## src/rtl/seg_scan_capture.sv

```systemverilog
// Recovers per-digit values from a multiplexed active-low seven-segment bus.
// A digit is committed only after its {an, seg} sample has been stable long enough.
module seg_scan_capture #(
  parameter int DIGITS        = 4,
  parameter int STABLE_CYCLES = 4
) (
  input  logic                  clk,
  input  logic                  rst,
  input  logic [6:0]            seg_in,
  input  logic [DIGITS-1:0]     an_in,
  output logic [4*DIGITS-1:0]   digits_out,
  output logic [DIGITS-1:0]     digit_valid,
  output logic                  update,
  output logic [2:0]            upd_index,
  output logic                  err
);

  localparam int SW = DIGITS + 7;
  localparam int CW = $clog2(STABLE_CYCLES + 1);
  localparam logic [CW-1:0] CNT_LAST = CW'(STABLE_CYCLES - 1);
  localparam logic [CW-1:0] CNT_MAX  = {CW{1'b1}};

  typedef enum logic [1:0] {
    IDLE   = 2'd0,
    SETTLE = 2'd1,
    HOLD   = 2'd2
  } state_t;

  // Returns {is_blank, is_digit, value}; neither flag set means an illegal glyph.
  function automatic logic [5:0] seg_decode(input logic [6:0] seg);
    logic [5:0] res;
    case (seg)
      7'b1000000: res = 6'b01_0000;
      7'b1111001: res = 6'b01_0001;
      7'b0100100: res = 6'b01_0010;
      7'b0110000: res = 6'b01_0011;
      7'b0011001: res = 6'b01_0100;
      7'b0010010: res = 6'b01_0101;
      7'b0000010: res = 6'b01_0110;
      7'b1111000: res = 6'b01_0111;
      7'b0000000: res = 6'b01_1000;
      7'b0010000: res = 6'b01_1001;
      7'b1111111: res = 6'b10_1111;
      default:    res = 6'b00_1111;
    endcase
    return res;
  endfunction

  function automatic logic is_onehot(input logic [DIGITS-1:0] a);
    logic [3:0] ones;
    ones = 4'd0;
    for (int i = 0; i < DIGITS; i++) begin
      ones = ones + {3'b000, a[i]};
    end
    return ones == 4'd1;
  endfunction

  function automatic logic [2:0] onehot_index(input logic [DIGITS-1:0] a);
    logic [2:0] idx;
    idx = 3'd0;
    for (int i = 0; i < DIGITS; i++) begin
      idx = a[i] ? 3'(i) : idx;
    end
    return idx;
  endfunction

  state_t              state_r;
  state_t              state_nxt_s;
  logic [SW-1:0]       sample_r;
  logic [CW-1:0]       cnt_r;
  logic [SW-1:0]       sample_s;
  logic                same_s;
  logic                in_onehot_s;
  logic [DIGITS-1:0]   an_q_s;
  logic [5:0]          dec_s;
  logic                commit_s;
  logic                commit_digit_s;
  logic                commit_blank_s;
  logic                commit_err_s;
  logic [2:0]          commit_idx_s;

  assign sample_s    = {an_in, seg_in};
  assign same_s      = (sample_s == sample_r);
  assign in_onehot_s = is_onehot(an_in);
  assign an_q_s      = sample_r[SW-1:7];

  // Input sample register; reset value looks like an undriven, blank display.
  always_ff @(posedge clk or posedge rst) begin
    if (rst) begin
      sample_r <= {{DIGITS{1'b0}}, 7'h7F};
    end else begin
      sample_r <= sample_s;
    end
  end

  // Stability counter: restarts on any sample change, saturates otherwise.
  always_ff @(posedge clk or posedge rst) begin
    if (rst) begin
      cnt_r <= {CW{1'b0}};
    end else if (!same_s || state_r == IDLE) begin
      cnt_r <= {CW{1'b0}};
    end else if (cnt_r != CNT_MAX) begin
      cnt_r <= cnt_r + {{(CW-1){1'b0}}, 1'b1};
    end else begin
      cnt_r <= cnt_r;
    end
  end

  // State register.
  always_ff @(posedge clk or posedge rst) begin
    if (rst) begin
      state_r <= IDLE;
    end else begin
      state_r <= state_nxt_s;
    end
  end

  // Next-state logic: any sample change re-arms settling (or parks in IDLE).
  always_comb begin
    state_nxt_s = state_r;
    case (state_r)
      IDLE: begin
        if (in_onehot_s) state_nxt_s = SETTLE;
        else             state_nxt_s = IDLE;
      end
      SETTLE: begin
        if (!same_s)               state_nxt_s = in_onehot_s ? SETTLE : IDLE;
        else if (cnt_r == CNT_LAST) state_nxt_s = HOLD;
        else                        state_nxt_s = SETTLE;
      end
      HOLD: begin
        if (!same_s) state_nxt_s = in_onehot_s ? SETTLE : IDLE;
        else         state_nxt_s = HOLD;
      end
      default: state_nxt_s = IDLE;
    endcase
  end

  // Commit decode: classify the settled glyph for the selected digit.
  always_comb begin
    commit_s       = 1'b0;
    commit_digit_s = 1'b0;
    commit_blank_s = 1'b0;
    commit_err_s   = 1'b0;
    dec_s          = seg_decode(sample_r[6:0]);
    commit_idx_s   = onehot_index(an_q_s);
    if (state_r == SETTLE && same_s && cnt_r == CNT_LAST) begin
      commit_s = 1'b1;
    end else begin
      commit_s = 1'b0;
    end
    if (commit_s) begin
      commit_digit_s = dec_s[4];
      commit_blank_s = dec_s[5];
      commit_err_s   = !dec_s[4] && !dec_s[5];
    end else begin
      commit_digit_s = 1'b0;
      commit_blank_s = 1'b0;
      commit_err_s   = 1'b0;
    end
  end

  // Registered outputs; a commit touches only the digit selected in the sample.
  always_ff @(posedge clk or posedge rst) begin
    if (rst) begin
      digits_out  <= {(4*DIGITS){1'b1}};
      digit_valid <= {DIGITS{1'b0}};
      update      <= 1'b0;
      err         <= 1'b0;
      upd_index   <= 3'd0;
    end else begin
      update <= commit_digit_s || commit_blank_s;
      err    <= commit_err_s;
      if (commit_s) begin
        upd_index <= commit_idx_s;
      end
      for (int i = 0; i < DIGITS; i++) begin
        if (commit_digit_s && an_q_s[i]) begin
          digits_out[4*i +: 4] <= dec_s[3:0];
          digit_valid[i]       <= 1'b1;
        end else if (commit_blank_s && an_q_s[i]) begin
          digits_out[4*i +: 4] <= 4'hF;
          digit_valid[i]       <= 1'b0;
        end
      end
    end
  end

  seg_scan_capture_chk u_chk (
    .clk    (clk),
    .rst    (rst),
    .update (update),
    .err    (err)
  );

endmodule

// Protocol checks for seg_scan_capture outputs.
module seg_scan_capture_chk (
  input logic clk,
  input logic rst,
  input logic update,
  input logic err
);

  // update and err report different outcomes of one commit and never coincide.
  always @(posedge clk) begin
    if (!rst) begin
      assert (!(update && err));
    end
  end

endmodule

```

## config.mk

```make
export PLATFORM = sky130hd
export DESIGN_NAME = seg_scan_capture
export DESIGN_NICKNAME = d
export VERILOG_FILES = /design/src/rtl/seg_scan_capture.sv
export SDC_FILE = /design/constraint.sdc
export NUM_CORES = 1
export LEC_CHECK = 0
export CAP_MARGIN = 30
export CORE_UTILIZATION = 56
export CTS_CLUSTER_DIAMETER = 80
export DETAILED_ROUTE_END_ITERATION = 10
export HOLD_SLACK_MARGIN = 0.06
export PLACE_DENSITY = 0.95
export SYNTH_ARGS = -nofsm -noshare
export SYNTH_HDL_FRONTEND = slang
export SYNTH_SLANG_ARGS = --single-unit
```

## constraint.sdc

```tcl
create_clock -name clk -period 3.6 [get_ports clk]
set_clock_uncertainty 0.1 [all_clocks]
set_input_delay 0.54 -clock clk [delete_from_list [all_inputs] [get_ports clk]]
set_output_delay 0.54 -clock clk [all_outputs]
set_load 0.02 [all_outputs]
```

==> run_results.csv, run 1 <==
group,metric,value,unit
global_routing,antenna_found_initial,0,
pwr,pwr-share-clk,46.8,%
clocking,clockRootBuffer,"clkbuf_8",
global_routing,grt_max_degree,26,
placed_design,place_area,2630,um2
pwr,leakagePower,1.15,nW
detailed_routing,first_pass_iters,4,
finish,syn_to_final_growth,24.4,%
setup_path,r2r_slack,0.92,ns
finish,num-nets-final,245,
floorplanning,die_x,65.3,um
clocking,cts_tree,"done",
finish,fin_area,2790,um2
synthesis,yosys.area_share.simple,13.4,%
floorplanning,die_area,4260,um2
setup_path,crit_fanout,11,
synthesis,synth_edf_count,0,
sta,max_freq,0.367,GHz
synthesis,synthCells,188,
outcome,status,"completed",
clocking,htree_num_levels,2,
synthesis,synth-seq-area-share,45.9,%
sta,period_share,75.6,%
sta,hold_viol,0,
synthesis,synth.most_common_cell,"dfstp_2",
synthesis,ys.flop_type,"dfstp_2",
finish,drive_above_1_share,29.1,%
pwr,seqPwrFrac,44.5,%
floorplanning,coreArea,3740,um2
setup_path,reg2reg_to,"digits_out[8]",
global_routing,grt.overflow.total,0,
synthesis,synth_top_family_by_area,"compound AO/OA/AOI/OAI gates",
setup_path,cp.arrival,2.83,ns
floorplanning,start_util,59.9,%
detailed_routing,vias,1632,
detailed_routing,avgViaCountPerCell,5.93,
detailed_routing,drc,0,
detailed_routing,routed_wl,4660,um
synthesis,synth-seq-cells,40,
sta,fin_hold_ws,0.347,ns
pwr,power_density,388,nW/um2
synthesis,ys_async_sr_fraction,100,%
pwr,ir_drop,0.348,mV
clocking,cts_buffers,5,
placed_design,place_hpwl,3350,um
synthesis,ys_warn_count,0,
sta,drv_slew,0,
sta,period_needed,2.72,ns
clocking,cts_sinks,40,
global_routing,grt_pass1_wl,7730,um
synthesis,synth_cell_types,57,
pwr,switching_power,234,uW
setup_path,rr_worst_depth,5,
floorplanning,io_pins,38,
job,cap_violations,0,
clocking,ctsResizeCount,0,
synthesis,synth_area_leader_cell,"dfstp_2",
setup_path,end_kind,"register",
sta,setup_violations,0,
synthesis,synth_top_area_share,26.9,%
clocking,clockBufferDepth,2,
synthesis,synthAdderAreaFrac,3.68,%
pwr,power,1.08,mW
floorplanning,rows,22,
detailed_routing,drtIter0Drc,144,
sta,tightest_slew,0.617,ns
clocking,hold_buffers,0,
setup_path,critPathLaunchType,"input port",
placed_design,io_buffers,36,
synthesis,ys_top_cells_by_count,"23 x dfstp_2, 20 x inv_1, 17 x dfrtp_1",
synthesis,syn-num-nets,207,
detailed_routing,ant_nets,0,
finish,n_antenna_cell,0,
setup_path,crit_type,"input port to register",
global_routing,grt.total_usage,24.7,%
sta,timing.setup.tns,0,ns
synthesis,synth.area.top_cells,"dfstp_2 27%, dfrtp_1 19%, xor2_1 4.7%",
detailed_routing,wire_per_inst,16.9,um
clocking,worstSkewPairLatency,0.30,ns
pwr,power_switching_share,21.6,%
setup_path,crit_required,3.71,ns
pwr,combinationalPowerShare,8.7,%
synthesis,syn_area,2240,um2
synthesis,synth_mux_area_share,6.25,%
finish,fillers,248,
floorplanning,die-height,65.3,um
global_routing,grt_pass1_vias,1570,
clocking,postCtsSetupBuffers,0,
sta,rsz0062_at_grt,"no",
setup_path,r2r_start,"sample_r[1]",
placed_design,finalWeightedCongestion,0.867,
synthesis,yosys.area_share.xor_xnor,5.08,%
hold_path,hp-class,"input port to asynchronous set/reset pin",
synthesis,synth_area_per_cell,11.9,um2
clocking,cts.clk_slew.worst_paths,0.08,ns
sta,relSlewSlack,58.8,%
finish,fin_cells,275,
synthesis,synth-compound-area-share,18.9,%
placed_design,dp.cells,267,
pwr,intPower,850,uW
sequential cells by signal, summed over array words and instances, names as in the netlist:
signal / count
upd_index: 2
update: 1
err: 1
digits_out: 16
digit_valid: 4
state_r: 2
cnt_r: 3
sample_r: 11
critical path, stage by stage:
cell,delay [ns]
clkdlybuf4s50_1,0.46
xor2_1,0.22
nor4_4,0.46
nand4_1,0.42
a2111oi_0,0.63
a21oi_1,0.09
cell type report:
type / count / area, um2 / area share, %
tap: 48 / 60.1 / 2.15
timing repair buffer: 39 / 403 / 14.4
multi-input combinational: 120 / 1060 / 38.1
clock buffer: 5 / 68.8 / 2.47
sequential: 40 / 1030 / 36.9
clock inverter: 3 / 90.1 / 3.23
inverter: 20 / 75.1 / 2.69
worst max path at each step:
| stage | cells after the start | end | startpoint |
|---|---|---|---|
| floorplan | 6 | digits_out[10] | sample_r[5] |
| global placement | 6 | digits_out[13] | seg_in[5] |
| detailed placement | 6 | digits_out[12] | seg_in[1] |
| CTS | 6 | digits_out[8] | seg_in[1] |
| global route | 6 | digits_out[8] | seg_in[1] |
| finish | 6 | digits_out[8] | seg_in[1] |
metal layers:
metal | track usage (%) | share of wire, % | vias to the layer above
met1 | 31.8 | 44 | 785
met4 | 11.1 | 2.2 | 0
met5 | 0 | 0 | -
met3 | 5.56 | 6.1 | 11
li1 | - | - | 774
met2 | 39.6 | 47 | 62
per-stage QoR:
step / util (%) / worst slack, ns
2_1_floorplan: - / 1.35
3_3_place_gp: 69.6 / 0.750
3_5_place_dp: 70.3 / 0.664
4_1_cts: 74.6 / 0.909
5_1_grt: 74.6 / 0.718
6_report: 74.6 / 0.878
cell usage in the layout, fill, tap and decap left out, types with 2 or more instances in the layout:
cell             instances
o311ai_0                 4
a211oi_2                 2
buf_4                    2
o21ai_0                  2
mux2i_1                  5
a21oi_1                 10
nand3b_1                 2
dfrtp_1                 17
a311oi_2                 4
inv_1                   20
ha_1                     5
nor4_4                   2
a2111oi_0                4
a22o_1                   5
nor3_2                   2
nor2_1                  10
nor3_1                   4
mux2_2                   8
xor2_1                  12
nand3_1                  2
clkbuf_8                 5
dfstp_2                 23
clkdlybuf4s50_1         36
nand2_1                  4
bufinv_16                3
a31oi_1                  2
nor4_1                   2
logic make-up after synthesis:
group           count (synthesis)
compound gates                 46
simple gates                   41
flops                          40
buf+inv                        28
xor+xnor                       13
mux                            13
fa+ha+maj                       6
other cells                     1
power by group through the flow:
stage | Sequential (mW) | Clock [mW] | Combinational (mW)
after floorplan | 0.476 | 0 | 0.0727
after global routing | 0.483 | 0.533 | 0.104
final | 0.482 | 0.507 | 0.0940
after CTS | 0.481 | 0.509 | 0.0941
after detailed placement | 0.489 | 0 | 0.0926
after global placement | 0.488 | 0 | 0.0860
Power figures use the tool's default switching activity.
==> inputs of run 2 (changes only) <==
--- a/config.mk
+++ b/config.mk
@@ -6,11 +6,11 @@
 export NUM_CORES = 1
 export LEC_CHECK = 0
 export CAP_MARGIN = 30
-export CORE_UTILIZATION = 56
+export CORE_UTILIZATION = 53
 export CTS_CLUSTER_DIAMETER = 80
 export DETAILED_ROUTE_END_ITERATION = 10
 export HOLD_SLACK_MARGIN = 0.06
-export PLACE_DENSITY = 0.95
+export PLACE_DENSITY = 0.91
 export SYNTH_ARGS = -nofsm -noshare
 export SYNTH_HDL_FRONTEND = slang
 export SYNTH_SLANG_ARGS = --single-unit
==> constraint.sdc (replaced) <==
create_clock -name clk -period 2.7 [get_ports clk]
set_clock_uncertainty 0.1 [all_clocks]
set_input_delay 0.405 -clock clk [delete_from_list [all_inputs] [get_ports clk]]
set_output_delay 0.405 -clock clk [all_outputs]
set_load 0.02 [all_outputs]
==> run 2 against run 1 <==
Effect of this change:
- final cell count grew 3.3%
- final area shrank 1.5%
- combinational power grew 31%
- sequential cell count is the same
- die area grew 5.5%
- power grew 5.9%
- clock power shrank 25%
- non-clock buffer count grew 7
- hold slack gained 0.021 ns
- largest power group is now registers
==> run_results.csv, run 2 (synthesis gave the netlist of run 1 again) <==
group,metric,value,unit
finish,n_antenna_cell,0,
sta,timing.setup.tns,0,ns
finish,largest_register_ffs,16,
sta,rsz0062_at_grt,"no",
clocking,cts_tree,"done",
finish,num-nets-final,252,
clocking,cts_buffers,5,
global_routing,grt_pass1_vias,1540,
detailed_routing,avgViaCountPerCell,5.71,
sta,hold_viol,0,
detailed_routing,highest_layer,"met4",
finish,final_common_cell,"clkdlybuf4s50_1",
sta,setup_ws,0.219,ns
setup_path,reg2reg_to,"digits_out[4]",
hold_path,hp-class,"register to register",
global_routing,grt.total_usage,22.0,%
setup_path,crit_chain,"xor2_1 -> nor4_4 -> nand4_1 -> a2111oi_0 -> a21oi_1",
sta,relSlewSlack,62.3,%
floorplanning,start_util,55.7,%
hold_path,hold_depth,2,
clocking,cts.clk_slew.worst_paths,0.07,ns
clocking,ctsResizeCount,0,
setup_path,r2r_start,"sample_r[1]",
setup_path,end_kind,"register",
pwr,power_density,417,nW/um2
setup_path,critPathLaunchType,"register",
placed_design,dp_slack,0.00432,ns
placed_design,place_hpwl,3270,um
clocking,postCtsSetupBuffers,0,
detailed_routing,vias,1622,
global_routing,antenna_found_initial,0,
global_routing,grt_pass1_wl,7160,um
detailed_routing,wl_met3,228,um
detailed_routing,ant_nets,0,
setup_path,crit_type,"register to register",
detailed_routing,drtIter0Drc,79,
clocking,htree_num_levels,2,
sta,period_share,91.9,%
setup_path,cp.arrival,2.58,ns
hold_path,whs_endpoint,"digits_out[15]",
clocking,clockBufferDepth,2,
detailed_routing,wl_met2,2120,um
setup_path,r2r_slack,0.22,ns
finish,largestRegisters,"digits_out (16), sample_r (11), digit_valid (4)",
job,cap_violations,0,
finish,drive_above_1_share,30.3,%
setup_path,crit_fanout,13,
detailed_routing,drt-met1-wl,1980,um
sta,period_needed,2.48,ns
finish,syn_to_final_growth,22.5,%
pwr,leakagePower,1.15,nW
finish,final_cell_mix,"36 x clkdlybuf4s50_1, 23 x dfstp_2, 20 x inv_1",
outcome,status,"completed",
finish,finish.utilization,68.2,%
clocking,hold_buffers,0,
detailed_routing,routed_wl,4390,um
placed_design,io_buffers,36,
setup_path,cpPeakStageDelay,0.68,ns
setup_path,crit_required,2.80,ns
setup_path,rr_worst_depth,5,
floorplanning,die_x,67.1,um
placed_design,finalWeightedCongestion,0.833,
hold_path,hold_start,"digits_out[15]",
pwr,ir_drop,0.379,mV
floorplanning,io_pins,38,
floorplanning,coreArea,4030,um2
detailed_routing,first_pass_iters,4,
pwr,power,1.15,mW
clocking,worstSkewPairLatency,0.30,ns
global_routing,grt.overflow.total,0,
finish,top_register,"digits_out",
clocking,cts_sinks,40,
detailed_routing,wire_per_inst,15.4,um
sta,tightest_slew,0.551,ns
floorplanning,die-height,67.1,um
sta,setup_violations,0,
setup_path,cp_slowest_cell,"dfstp_2",
clocking,clockRootBuffer,"clkbuf_8",
global_routing,grt_max_degree,41,
detailed_routing,drc,0,
finish,fillers,315,
floorplanning,die_area,4500,um2
sta,drv_slew,0,
floorplanning,rows,23,
sta,max_freq,0.403,GHz
run 2: changes by cell type in the layout (fill, tap and decap cells not counted):
cell,delta
buf_16,-1
buf_4,+8
bufinv_16,-3
clkbuf_1,+2
clkinv_2,+1
run 2: critical path, delay by kind of cell (launching register included):
kind | cells | cell delay, ns
AOI/OAI and AO/OA | 2 | 0.70
xor gates and xnor gates | 1 | 0.14
DFF | 1 | 0.68
and+or+nand+nor | 2 | 0.77
run 2: report_power, final:
part | internal [mW] | total, mW | switching (mW) | leakage (nW)
clock network | 0.181 | 0.382 | 0.201 | 0.0422
logic | 0.0540 | 0.123 | 0.0693 | 0.638
registers | 0.617 | 0.641 | 0.0249 | 0.468
total | 0.852 | 1.15 | 0.295 | 1.15
run 2: how the worst max path moves through the flow:
stage | start | to | slack, ns | depth (start not counted)
after global routing | sample_r[1] | digits_out[4] | 0.05 | 5
after floorplan | sample_r[5] | digits_out[10] | 0.45 | 6
after CTS | sample_r[1] | digits_out[14] | 0.25 | 5
after detailed placement | seg_in[5] | digits_out[4] | 0.004 | 6
after global placement | seg_in[5] | digits_out[0] | 0.07 | 6
final | sample_r[1] | digits_out[4] | 0.22 | 5
run 2: final cells by class:
| type | instances | area, um2 | area share [%] |
|---|---|---|---|
| inverter | 20 | 75.1 | 2.73 |
| tap | 50 | 62.6 | 2.28 |
| timing repair buffer | 46 | 435 | 15.8 |
| clock buffer | 7 | 76.3 | 2.78 |
| clock inverter | 1 | 5.00 | 0.182 |
| sequential | 40 | 1030 | 37.5 |
| multi-input combinational | 120 | 1060 | 38.7 |
run 2: layer usage:
metal | vias up | global-route usage, %
li1 | 783 | -
met1 | 795 | 29.1
met2 | 38 | 33.0
met3 | 6 | 7.02
met4 | 0 | 9.04
met5 | - | 0
run 2: per-stage QoR:
step,instances,hold WS (ns),area [um2]
floorplan,188,0.309,2240
global placement,276,0.355,2670
detailed placement,276,0.362,2670
CTS,284,0.373,2750
global route,284,0.382,2750
finish,284,0.368,2750
